===== src/rtl/cpu_pkg.sv =====
// Shared CPU front-end definitions: bus widths, reset PC, PC stride and the
// {pc, insn} entry stored in the instruction queue.
package cpu_pkg;

  localparam int INSN_W = 32;
  localparam int ADDR_W = 32;

  localparam logic [ADDR_W-1:0] RESET_PC_DEFAULT = 32'h0000_0000;
  localparam logic [ADDR_W-1:0] PC_STEP          = 32'd4;

  // One queued instruction together with the PC it was fetched from.
  typedef struct packed {
    logic [ADDR_W-1:0] pc;
    logic [INSN_W-1:0] insn;
  } ifq_entry_t;

  // Force a byte address onto a word boundary.
  function automatic logic [ADDR_W-1:0] align_pc(input logic [ADDR_W-1:0] addr);
    return addr & 32'hFFFF_FFFC;
  endfunction

endpackage


===== src/rtl/fetch_queue_if.sv =====
// Fetch front-end bus: ROM read port, branch redirect, halt and the
// valid/ready instruction stream towards the decoder.
interface fetch_queue_if;
  import cpu_pkg::*;

  logic              imem_req;
  logic [ADDR_W-1:0] imem_addr;
  logic [INSN_W-1:0] imem_data;
  logic              redirect;
  logic [ADDR_W-1:0] redirect_pc;
  logic              halt;
  logic              ins_valid;
  logic              ins_ready;
  logic [INSN_W-1:0] ins;
  logic [ADDR_W-1:0] ins_pc;

  // Fetch unit side.
  modport master (
    output imem_req, imem_addr, ins_valid, ins, ins_pc,
    input  imem_data, redirect, redirect_pc, halt, ins_ready
  );

  // Environment side: ROM, branch unit and decoder.
  modport slave (
    input  imem_req, imem_addr, ins_valid, ins, ins_pc,
    output imem_data, redirect, redirect_pc, halt, ins_ready
  );

endinterface


===== src/rtl/ifq_fifo.sv =====
// Instruction queue: shift-style FIFO of {pc, insn} entries whose head slot
// and valid flag are registers, so the decoder sees no combinational path.
module ifq_fifo
  import cpu_pkg::*;
#(
  parameter int DEPTH = 2
) (
  input  logic                         clk,
  input  logic                         rstd,
  input  logic                         push_i,
  input  logic                         pop_i,
  input  logic                         flush_i,
  input  ifq_entry_t                   wdata_i,
  output ifq_entry_t                   head_o,
  output logic                         head_valid_o,
  output logic [$clog2(DEPTH+1)-1:0]   count_o
);

  localparam int CNT_W = $clog2(DEPTH + 1);

  ifq_entry_t       ent_q [DEPTH];
  ifq_entry_t       ent_d [DEPTH];
  logic [CNT_W-1:0] count_q, count_d;
  logic             valid_q, valid_d;

  // Next queue contents: flush wins, otherwise shift on pop and append on push.
  always_comb begin
    ent_d   = ent_q;
    count_d = count_q;
    if (flush_i) begin
      count_d = '0;
    end else begin
      case ({push_i, pop_i})
        2'b01: begin
          for (int i = 0; i < DEPTH - 1; i++) begin
            ent_d[i] = ent_q[i+1];
          end
          count_d = count_q - CNT_W'(1);
        end
        2'b10: begin
          for (int i = 0; i < DEPTH; i++) begin
            if (count_q == CNT_W'(i)) begin
              ent_d[i] = wdata_i;
            end else begin
              ent_d[i] = ent_q[i];
            end
          end
          count_d = count_q + CNT_W'(1);
        end
        2'b11: begin
          // Head leaves while the new word lands in the last occupied slot.
          for (int i = 0; i < DEPTH - 1; i++) begin
            ent_d[i] = ent_q[i+1];
          end
          for (int i = 0; i < DEPTH; i++) begin
            if (count_q == CNT_W'(i + 1)) begin
              ent_d[i] = wdata_i;
            end else begin
              ent_d[i] = ent_d[i];
            end
          end
        end
        default: begin
          count_d = count_q;
        end
      endcase
    end
    valid_d = (count_d != '0);
  end

  // Queue storage, occupancy and registered head-valid flag.
  always_ff @(posedge clk or posedge rstd) begin
    if (rstd) begin
      for (int i = 0; i < DEPTH; i++) begin
        ent_q[i] <= '0;
      end
      count_q <= '0;
      valid_q <= 1'b0;
    end else begin
      ent_q   <= ent_d;
      count_q <= count_d;
      valid_q <= valid_d;
    end
  end

  assign head_o       = ent_q[0];
  assign head_valid_o = valid_q;
  assign count_o      = count_q;

endmodule


===== src/rtl/fetch_queue.sv =====
// Instruction-fetch front end: owns the PC, issues single-cycle ROM reads,
// tags returning words with their PC and queues them for the decoder.
module fetch_queue
  import cpu_pkg::*;
#(
  parameter logic [ADDR_W-1:0] RESET_PC = RESET_PC_DEFAULT,
  parameter int                DEPTH    = 2
) (
  input  logic          clk,
  input  logic          rstd,
  fetch_queue_if.master bus
);

  localparam int CNT_W = $clog2(DEPTH + 1);
  localparam int OCC_W = CNT_W + 1;

  logic [ADDR_W-1:0] pc_q, pc_d;
  logic [ADDR_W-1:0] tag_q, tag_d;
  logic              inflight_q, inflight_d;
  logic              squash_q, squash_d;

  logic              issue_s, pop_s, push_s;
  logic [OCC_W-1:0]  occ_s;
  logic [CNT_W-1:0]  count_s;
  ifq_entry_t        head_s;
  ifq_entry_t        push_data_s;
  logic              head_valid_s;

  // Handshake decode: pop, issue (room counts the word in flight) and push.
  always_comb begin
    pop_s   = head_valid_s & bus.ins_ready;
    occ_s   = {1'b0, count_s} + {{CNT_W{1'b0}}, inflight_q} - {{CNT_W{1'b0}}, pop_s};
    issue_s = !rstd && !bus.halt && !bus.redirect && (occ_s < OCC_W'(DEPTH));
    // A word returning in a redirect cycle belongs to the abandoned path.
    push_s  = inflight_q && !squash_q && !bus.redirect;
    push_data_s = '{pc: tag_q, insn: bus.imem_data};
  end

  // PC, tag, in-flight and squash next state; redirect overrides sequential fetch.
  always_comb begin
    if (bus.redirect) begin
      pc_d = align_pc(bus.redirect_pc);
    end else if (issue_s) begin
      pc_d = pc_q + PC_STEP;
    end else begin
      pc_d = pc_q;
    end

    if (issue_s) begin
      tag_d = pc_q;
    end else begin
      tag_d = tag_q;
    end

    inflight_d = issue_s;

    // A fresh issue always starts clean; a redirect marks any outstanding read stale.
    if (issue_s) begin
      squash_d = 1'b0;
    end else if (bus.redirect) begin
      squash_d = inflight_q;
    end else begin
      squash_d = squash_q;
    end
  end

  // Fetch state registers.
  always_ff @(posedge clk or posedge rstd) begin
    if (rstd) begin
      pc_q       <= RESET_PC;
      tag_q      <= '0;
      inflight_q <= 1'b0;
      squash_q   <= 1'b0;
    end else begin
      pc_q       <= pc_d;
      tag_q      <= tag_d;
      inflight_q <= inflight_d;
      squash_q   <= squash_d;
    end
  end

  ifq_fifo #(
    .DEPTH (DEPTH)
  ) u_fifo (
    .clk          (clk),
    .rstd         (rstd),
    .push_i       (push_s),
    .pop_i        (pop_s),
    .flush_i      (bus.redirect),
    .wdata_i      (push_data_s),
    .head_o       (head_s),
    .head_valid_o (head_valid_s),
    .count_o      (count_s)
  );

  assign bus.imem_req  = issue_s;
  assign bus.imem_addr = pc_q;
  assign bus.ins_valid = head_valid_s;
  assign bus.ins       = head_s.insn;
  assign bus.ins_pc    = head_s.pc;

endmodule


===== src/flat_wrapper.sv =====
// flat-port wrapper written by rule: the top's interface ports become plain ports
module fetch_queue_flat import cpu_pkg::*;
#(
  parameter logic [ADDR_W-1:0] RESET_PC = RESET_PC_DEFAULT,
  parameter int                DEPTH    = 2
)
  (clk, rstd, bus_imem_req, bus_imem_addr, bus_ins_valid, bus_ins, bus_ins_pc, bus_imem_data, bus_redirect, bus_redirect_pc, bus_halt, bus_ins_ready);
  fetch_queue_if bus_i ();
  input  logic clk;
  input  logic rstd;
  output wire logic [$bits(bus_i.imem_req)-1:0] bus_imem_req;
  output wire logic [$bits(bus_i.imem_addr)-1:0] bus_imem_addr;
  output wire logic [$bits(bus_i.ins_valid)-1:0] bus_ins_valid;
  output wire logic [$bits(bus_i.ins)-1:0] bus_ins;
  output wire logic [$bits(bus_i.ins_pc)-1:0] bus_ins_pc;
  input wire logic [$bits(bus_i.imem_data)-1:0] bus_imem_data;
  input wire logic [$bits(bus_i.redirect)-1:0] bus_redirect;
  input wire logic [$bits(bus_i.redirect_pc)-1:0] bus_redirect_pc;
  input wire logic [$bits(bus_i.halt)-1:0] bus_halt;
  input wire logic [$bits(bus_i.ins_ready)-1:0] bus_ins_ready;
  assign bus_imem_req = bus_i.imem_req;
  assign bus_imem_addr = bus_i.imem_addr;
  assign bus_ins_valid = bus_i.ins_valid;
  assign bus_ins = bus_i.ins;
  assign bus_ins_pc = bus_i.ins_pc;
  assign bus_i.imem_data = bus_imem_data;
  assign bus_i.redirect = bus_redirect;
  assign bus_i.redirect_pc = bus_redirect_pc;
  assign bus_i.halt = bus_halt;
  assign bus_i.ins_ready = bus_ins_ready;
  fetch_queue #(.RESET_PC(RESET_PC), .DEPTH(DEPTH)) u_core (.clk(clk), .rstd(rstd), .bus(bus_i));
endmodule

===== config.mk =====
export PLATFORM = sky130hd
export DESIGN_NAME = fetch_queue_flat
export DESIGN_NICKNAME = d
export VERILOG_FILES = /design/src/rtl/cpu_pkg.sv /design/src/rtl/fetch_queue_if.sv /design/src/rtl/ifq_fifo.sv /design/src/rtl/fetch_queue.sv /design/src/flat_wrapper.sv
export SDC_FILE = /design/constraint.sdc
export NUM_CORES = 1
export LEC_CHECK = 0
export BUFFER_PORTS_ARGS = -buffer_cell sky130_fd_sc_hd__buf_4
export CAP_MARGIN = 40
export CELL_PAD_IN_SITES_DETAIL_PLACEMENT = 0
export CELL_PAD_IN_SITES_GLOBAL_PLACEMENT = 1
export CORE_MARGIN = 2
export CORE_UTILIZATION = 25
export CTS_CLUSTER_SIZE = 8
export DETAILED_ROUTE_END_ITERATION = 10
export PLACE_DENSITY = 0.52
export SYNTH_ARGS = -nofsm -noshare
export SYNTH_HDL_FRONTEND = slang
export SYNTH_HIERARCHICAL = 1
export SYNTH_SLANG_ARGS = --single-unit

===== constraint.sdc =====
create_clock -name clk -period 5 [get_ports clk]
set_input_delay 1.25 -clock clk [delete_from_list [all_inputs] [get_ports clk]]
set_output_delay 1.25 -clock clk [all_outputs]
set_load 0.01 [all_outputs]

# Word-level counts from Yosys, hierarchy flattened
# Cells that the tools add are included.
totals:
  ff_bits: 197
  input_bits: 69
  latch_bits: 0
  ram_bits: 0
  out_inout_bits: 98
  elab_cells: 52
  memories: 0
  mem_bits_ro: 0
classes:
  div_mod_pow: 0
  n_eq_ne: 7
  mux: 11
  bitwise_logic: 2
  magnitude_cmp: 1
  addsub: 5
  multipliers: 0
  reduce_logical: 16
  shift: 0
op_table:
  columns: ["operator", "n"]
  rows:
  - ["2-to-1 mux 64 bit", 3]
  - ["one-hot mux 64 bit (3 select lines)", 1]
  - ["one-hot mux 64 bit (2 select lines)", 1]
  - ["2-to-1 mux 32 bit", 2]
  - ["adder 32 x 3 -> 32 bit (second input constant)", 1]
  - ["== test 2 bit (second input constant)", 3]
  - ["AND reduction 3 bit", 2]
  - ["nonzero test 2 bit", 3]
  - ["logical AND 1 bit", 5]
  - ["== test 2 x 1 -> 1 bit (second input constant)", 2]
  - ["logical NOT 1 bit", 4]
  - ["!= test 2 bit (second input constant)", 2]
  - ["one-hot mux 2 bit (2 select lines)", 1]
  - ["adder 2 x 1 -> 3 bit", 1]
  - ["< comparator 3 x 2 -> 1 bit (second input constant)", 1]
  - ["nonzero test 3 bit", 1]
  - ["subtractor 3 x 1 -> 3 bit", 1]
  - ["adder 2 x 1 -> 2 bit (second input constant)", 1]
  - ["logical NOT 2 bit", 1]
  - ["2-to-1 mux 1 bit", 2]
  - ["2-to-1 mux 2 bit", 1]
  - ["subtractor 2 x 1 -> 2 bit (second input constant)", 1]
  - ["AND 1 bit", 1]
  - ["NOT 1 bit", 1]

# Longest topological paths before layout
depth:
  ltp_word: 7
  depth_mapped: 12
  ltp_nobuf: 10

# Cells and area by module
# Netlist, hierarchy kept.
by_module_without_submodules:
  columns: ["mod", "cells_per_inst", "area_each_um2", "instances"]
  rows:
  - ["ifq_fifo", 505, 6817.8, 1]
  - ["fetch_queue", 358, 3128.0, 1]

# Worst setup path before layout
# Ideal clock, no wire load.
synth_timing:
  path_kind: "input -> output"
  start: "input port bus_ins_ready"
  end: "output port bus_imem_req"
  arrival_time_ns: 3.562
  t_required_ns: 3.750
  path_buffers: 3
  path_slack_ns: 0.188
  path_stages: 10
  path_cell_list: "and2_1 > ha_1 > nand2b_1 > fa_1 > or4b_4 > or2_1 > buf_6 > clkinv_4 > buf_4 > buf_2"
synth_via:
  elab_chain_cells: 4
synth_rtl:
  columns: ["element", "line", "rtl"]
  rows:
  - ["start: declaration", "flat_wrapper.sv:20", "input wire logic [$bits(bus_i.ins_ready)-1:0] bus_ins_ready;"]
  - ["AND 1 bit", "fetch_queue.sv:31", "pop_s = head_valid_s & bus.ins_ready;"]
  - ["subtractor 3 x 1 -> 3 bit", "fetch_queue.sv:32", "occ_s = {1'b0, count_s} + {{CNT_W{1'b0}}, inflight_q} - {{CNT_W{1'b0}}, pop_s};"]
  - ["< comparator 3 x 2 -> 1 bit", "fetch_queue.sv:33", "issue_s = !rstd && !bus.halt && !bus.redirect && (occ_s < OCC_W'(DEPTH));"]
  - ["logical AND 1 bit", "fetch_queue.sv:33", null]
  - ["end: declaration", "flat_wrapper.sv:11", "output wire logic [$bits(bus_i.imem_req)-1:0] bus_imem_req;"]
# No other way between the ends.

# Final worst setup path
layout_timing:
  start: "input port bus_ins_ready"
  end: "output port bus_imem_req"
layout_via:
  elab_chain_cells: 4
layout_rtl:
  columns: ["element", "line", "rtl"]
  rows:
  - ["AND 1 bit", "fetch_queue.sv:31", null]
  - ["net u_core.pop_s", "fetch_queue.sv:22", "logic issue_s, pop_s, push_s;"]
  - ["subtractor 3 x 1 -> 3 bit", "fetch_queue.sv:32", null]
  - ["< comparator 3 x 2 -> 1 bit", "fetch_queue.sv:33", null]
  - ["logical AND 1 bit", "fetch_queue.sv:33", null]
# The timed path passes the listed nets, and every way through them passes these cells.

==> summary.txt <==
Yosys
  • Cell count after synthesis: 863
  • Synth Area per Inst: 11.5 µm²
  • Seq/Total Area, Yosys: 0.486
  • Synthesized area: 9950 µm²
  • Register bit total from synthesis: 193
  • Post-synth EDFFs: 0
  • Post-synth ARST share: 1.00
  • Yosys warnings: 6
  • Most used DFF post-synth: dfrtp_1
  • Number of distinct library cells after synthesis: 55

Detailed routing
  • First-pass detailed-route iteration total: 4
  • Remaining DRCs: 0
  • Initial drt markers: 324
  • Final antenna-violating net count: 0
  • Vias/cell: 4.47
  • Drt wl/cell: 17.5 µm
  • Routed vias: 6642
  • Final Routed Wirelength: 25.9 mm

Final layout
  • Fin nets: 1028
  • Diodes inserted: 0
  • Util after Layout: 0.299
  • Fillers: 4150
  • Area delta synth->final: 18.7%
  • Layout cell share with drive strength beyond 1: 0.379

Critical path
  • Crit path largest cell delay: 0.53 ns
  • CP startpoint kind: primary input
  • Worst Path Max Fanout: 4
  • CP Cell Sequence: buf_4 -> and2_1 -> ha_1 -> nand2b_1 -> fa_1 -> or4b_4 -> or2_2 -> clkinv_4 -> buf_4
  • CP arrival: 3.53 ns
  • Crit path top cell by count: buf_4
  • Crit. End Element: output port
  • Worst path required time: 3.75 ns
  • WS Path Type: in -> out
  • Slowest cell on crit path: fa_1

Floorplanning
  • Core box area: 39500 µm²
  • IO Count: 167
  • Num rows: 73
  • Effective utilization at floorplan: 0.252
  • Die height: 203 µm
  • Die area: 41400 µm²
  • Die outline width: 203 µm

Clock network
  • Clock slew at reported path FFs: 0.07 ns
  • Hold-fix buffers, CTS: 0
  • Num CTS Buffers: 17
  • Root buffer cell: clkbuf_16
  • CTS tree: done
  • Clk buf depth: 2
  • Post-CTS Setup Bufs: 0
  • CTS sink cnt: 193
  • H-tree Lvls: 4
  • Cts repair resizes: 0
  • Insertion delay to the later sink of the worst-skew pair: 0.44 ns

STA
  • Hold Vio Cnt, Final: 0
  • Rel. slew slack: 0.437
  • Slew Viols, Final: 0
  • RSZ-0062 raised after global routing: false
  • Highest clock rate: 209 MHz
  • Final period utilization: 0.956
  • Clk_skew: 0.0102 ns
  • Final setup viols: 0
  • Setup TNS: 0 ns
  • Minimum period implied by the final worst setup slack: 4.78 ns
  • Slew at the pin closest to its max-slew limit: 0.844 ns

Flow run
  • Max Cap Viol: 0

Worst hold path
  • Hold Crit Class: reg -> reg

GRT
  • Initial antenna violation count: 0
  • Largest net degree at the start of global routing: 76
  • Vias in the first global route: 6668
  • GRT overflow: 0
  • Tot GR Track Use: 0.129
  • First-pass GRT wire length: 41.2 mm

Placement
  • Final GP Congestion: 0.729
  • DP HPWL: 16.8 mm
  • IO buf count: 162

Pwr
  • Pwr Density: 327 nW/µm²
  • Static Leak: 5.70 nW
  • VDD IR max: 0.000184 V

Run status
  • Status: finished clean
-- kinds of logic (layout without fill, tap and decap cells) --
kind of cell	Yosys count	in the layout	synth area share
AOI/OAI and AO/OA	129	129	0.107
xor gates and xnor gates	3	3	0.00264
adders and majority gates	11	11	0.0146
buffers and inverters	127	220	0.0867
DFF	193	193	0.486
muxes	161	161	0.185
other	1	6	0.000377
and+or+nand+nor	238	238	0.118
-- layout make-up --
class	instances	area [µm²]	share of cell area
flip-flops and latches	193	4830	0.409
clock inverters	13	154	0.0130
clock buffers	19	433	0.0367
inverters	10	47.5	0.00403
multi-input cells	548	4290	0.363
well taps	525	657	0.0556
repair buffers	178	1400	0.118
-- where the power goes --
group          leakage [nW]  internal, mW  total (mW)  switching (mW)
registers              2.60          1.73        1.89           0.164
clock network         0.272         0.750        1.42           0.666
logic                  2.83         0.272       0.557           0.285
total                  5.70          2.75        3.87            1.12
-- synth_stat cells (5+ instances only) --
cell type | count | share of area
o21ai_0 | 18 | 0.0091
o311ai_1 | 8 | 0.0070
mux2_4 | 8 | 0.012
and2_1 | 34 | 0.021
mux2_2 | 130 | 0.15
dfrtp_1 | 193 | 0.49
inv_1 | 9 | 0.0034
a31oi_1 | 5 | 0.0031
buf_6 | 12 | 0.014
nand3b_1 | 6 | 0.0045
a221o_1 | 28 | 0.028
o211ai_1 | 9 | 0.0068
nand4_1 | 6 | 0.0038
nand2_1 | 134 | 0.051
nand2b_1 | 5 | 0.0031
nor2_1 | 16 | 0.0060
ha_1 | 10 | 0.013
mux2_1 | 18 | 0.020
nand3_1 | 13 | 0.0065
a22o_1 | 37 | 0.033
buf_2 | 16 | 0.0081
buf_4 | 72 | 0.054
o21ai_1 | 5 | 0.0025
clkbuf_1 | 17 | 0.0064
-- registers in the layout, summed over array words and instances (netlist names) --
register                    count
u_core/bus.imem_addr           30
u_core/u_fifo/head_valid_o      1
u_core/u_fifo/count_o           2
u_core/u_fifo/ent_q            64
u_core/u_fifo/head_o           64
u_core/inflight_q               1
u_core/squash_q                 1
u_core/tag_q                   30
-- cell usage in the layout (no fill, tap or decap), types with 4 or more instances in the layout --
| cell type | instances |
|---|---|
| a21o_1 | 4 |
| a221o_1 | 28 |
| a22o_1 | 37 |
| a31oi_1 | 5 |
| and2_1 | 34 |
| and4_1 | 4 |
| buf_12 | 5 |
| buf_4 | 173 |
| clkbuf_16 | 17 |
| clkinvlp_4 | 5 |
| conb_1 | 6 |
| dfrtp_1 | 193 |
| ha_1 | 8 |
| inv_1 | 7 |
| mux2_1 | 18 |
| mux2_2 | 130 |
| mux2_4 | 8 |
| mux2i_1 | 4 |
| nand2_1 | 134 |
| nand2b_1 | 5 |
| nand3_1 | 13 |
| nand3b_1 | 6 |
| nand4_1 | 6 |
| nor2_1 | 16 |
| o211ai_1 | 9 |
| o21ai_0 | 18 |
| o21ai_1 | 5 |
| o311ai_1 | 8 |
-- metrics by stage --
step	setup slack, ns	std cells	area, µm²	power (mW)	hold slack [ns]
6_report	0.220	1486	11800	3.87	0.488
5_1_grt	0.119	1486	11800	4.09	0.503
4_1_cts	0.192	1486	11800	3.95	0.492
3_5_place_dp	0.210	1454	11200	2.50	0.476
3_3_place_gp	0.185	1453	11200	2.49	0.469
2_1_floorplan	0.188	868	9960	2.26	0.459
-- final timing paths --
check                                           startpoint                        to  slack (ns)  depth (start not counted)
worst max-delay path                         bus_ins_ready              bus_imem_req        0.22                          9
worst min-delay path              u_core/u_fifo/head_o[51]  u_core/u_fifo/head_o[51]        0.49                          1
worst max register to register  u_core/u_fifo/head_valid_o   u_core/bus.imem_addr[7]        1.32                         12
worst min register to register    u_core/u_fifo/head_o[51]  u_core/u_fifo/head_o[51]        0.49                          1
max in group asynchronous                             rstd   u_core/bus.imem_addr[8]        3.10                          3
min in group asynchronous                             rstd   u_core/u_fifo/ent_q[60]        0.97                          2
-- critical path, delay by kind of cell --
family                     cells  cell delay [ns]
and+or+nand+nor                4             1.17
adders and majority gates      2             0.83
buffers and inverters          3             0.27
-- layer usage --
metal  routed length [µm]  global-route usage  vias up
met2                11700               0.194      135
li1                     -                   -     3174
met3                 1150              0.0320       11
met5                    0                   0        -
met1                12800               0.183     3322
met4                  229              0.0344        0
(Power assumes the default switching activity.)
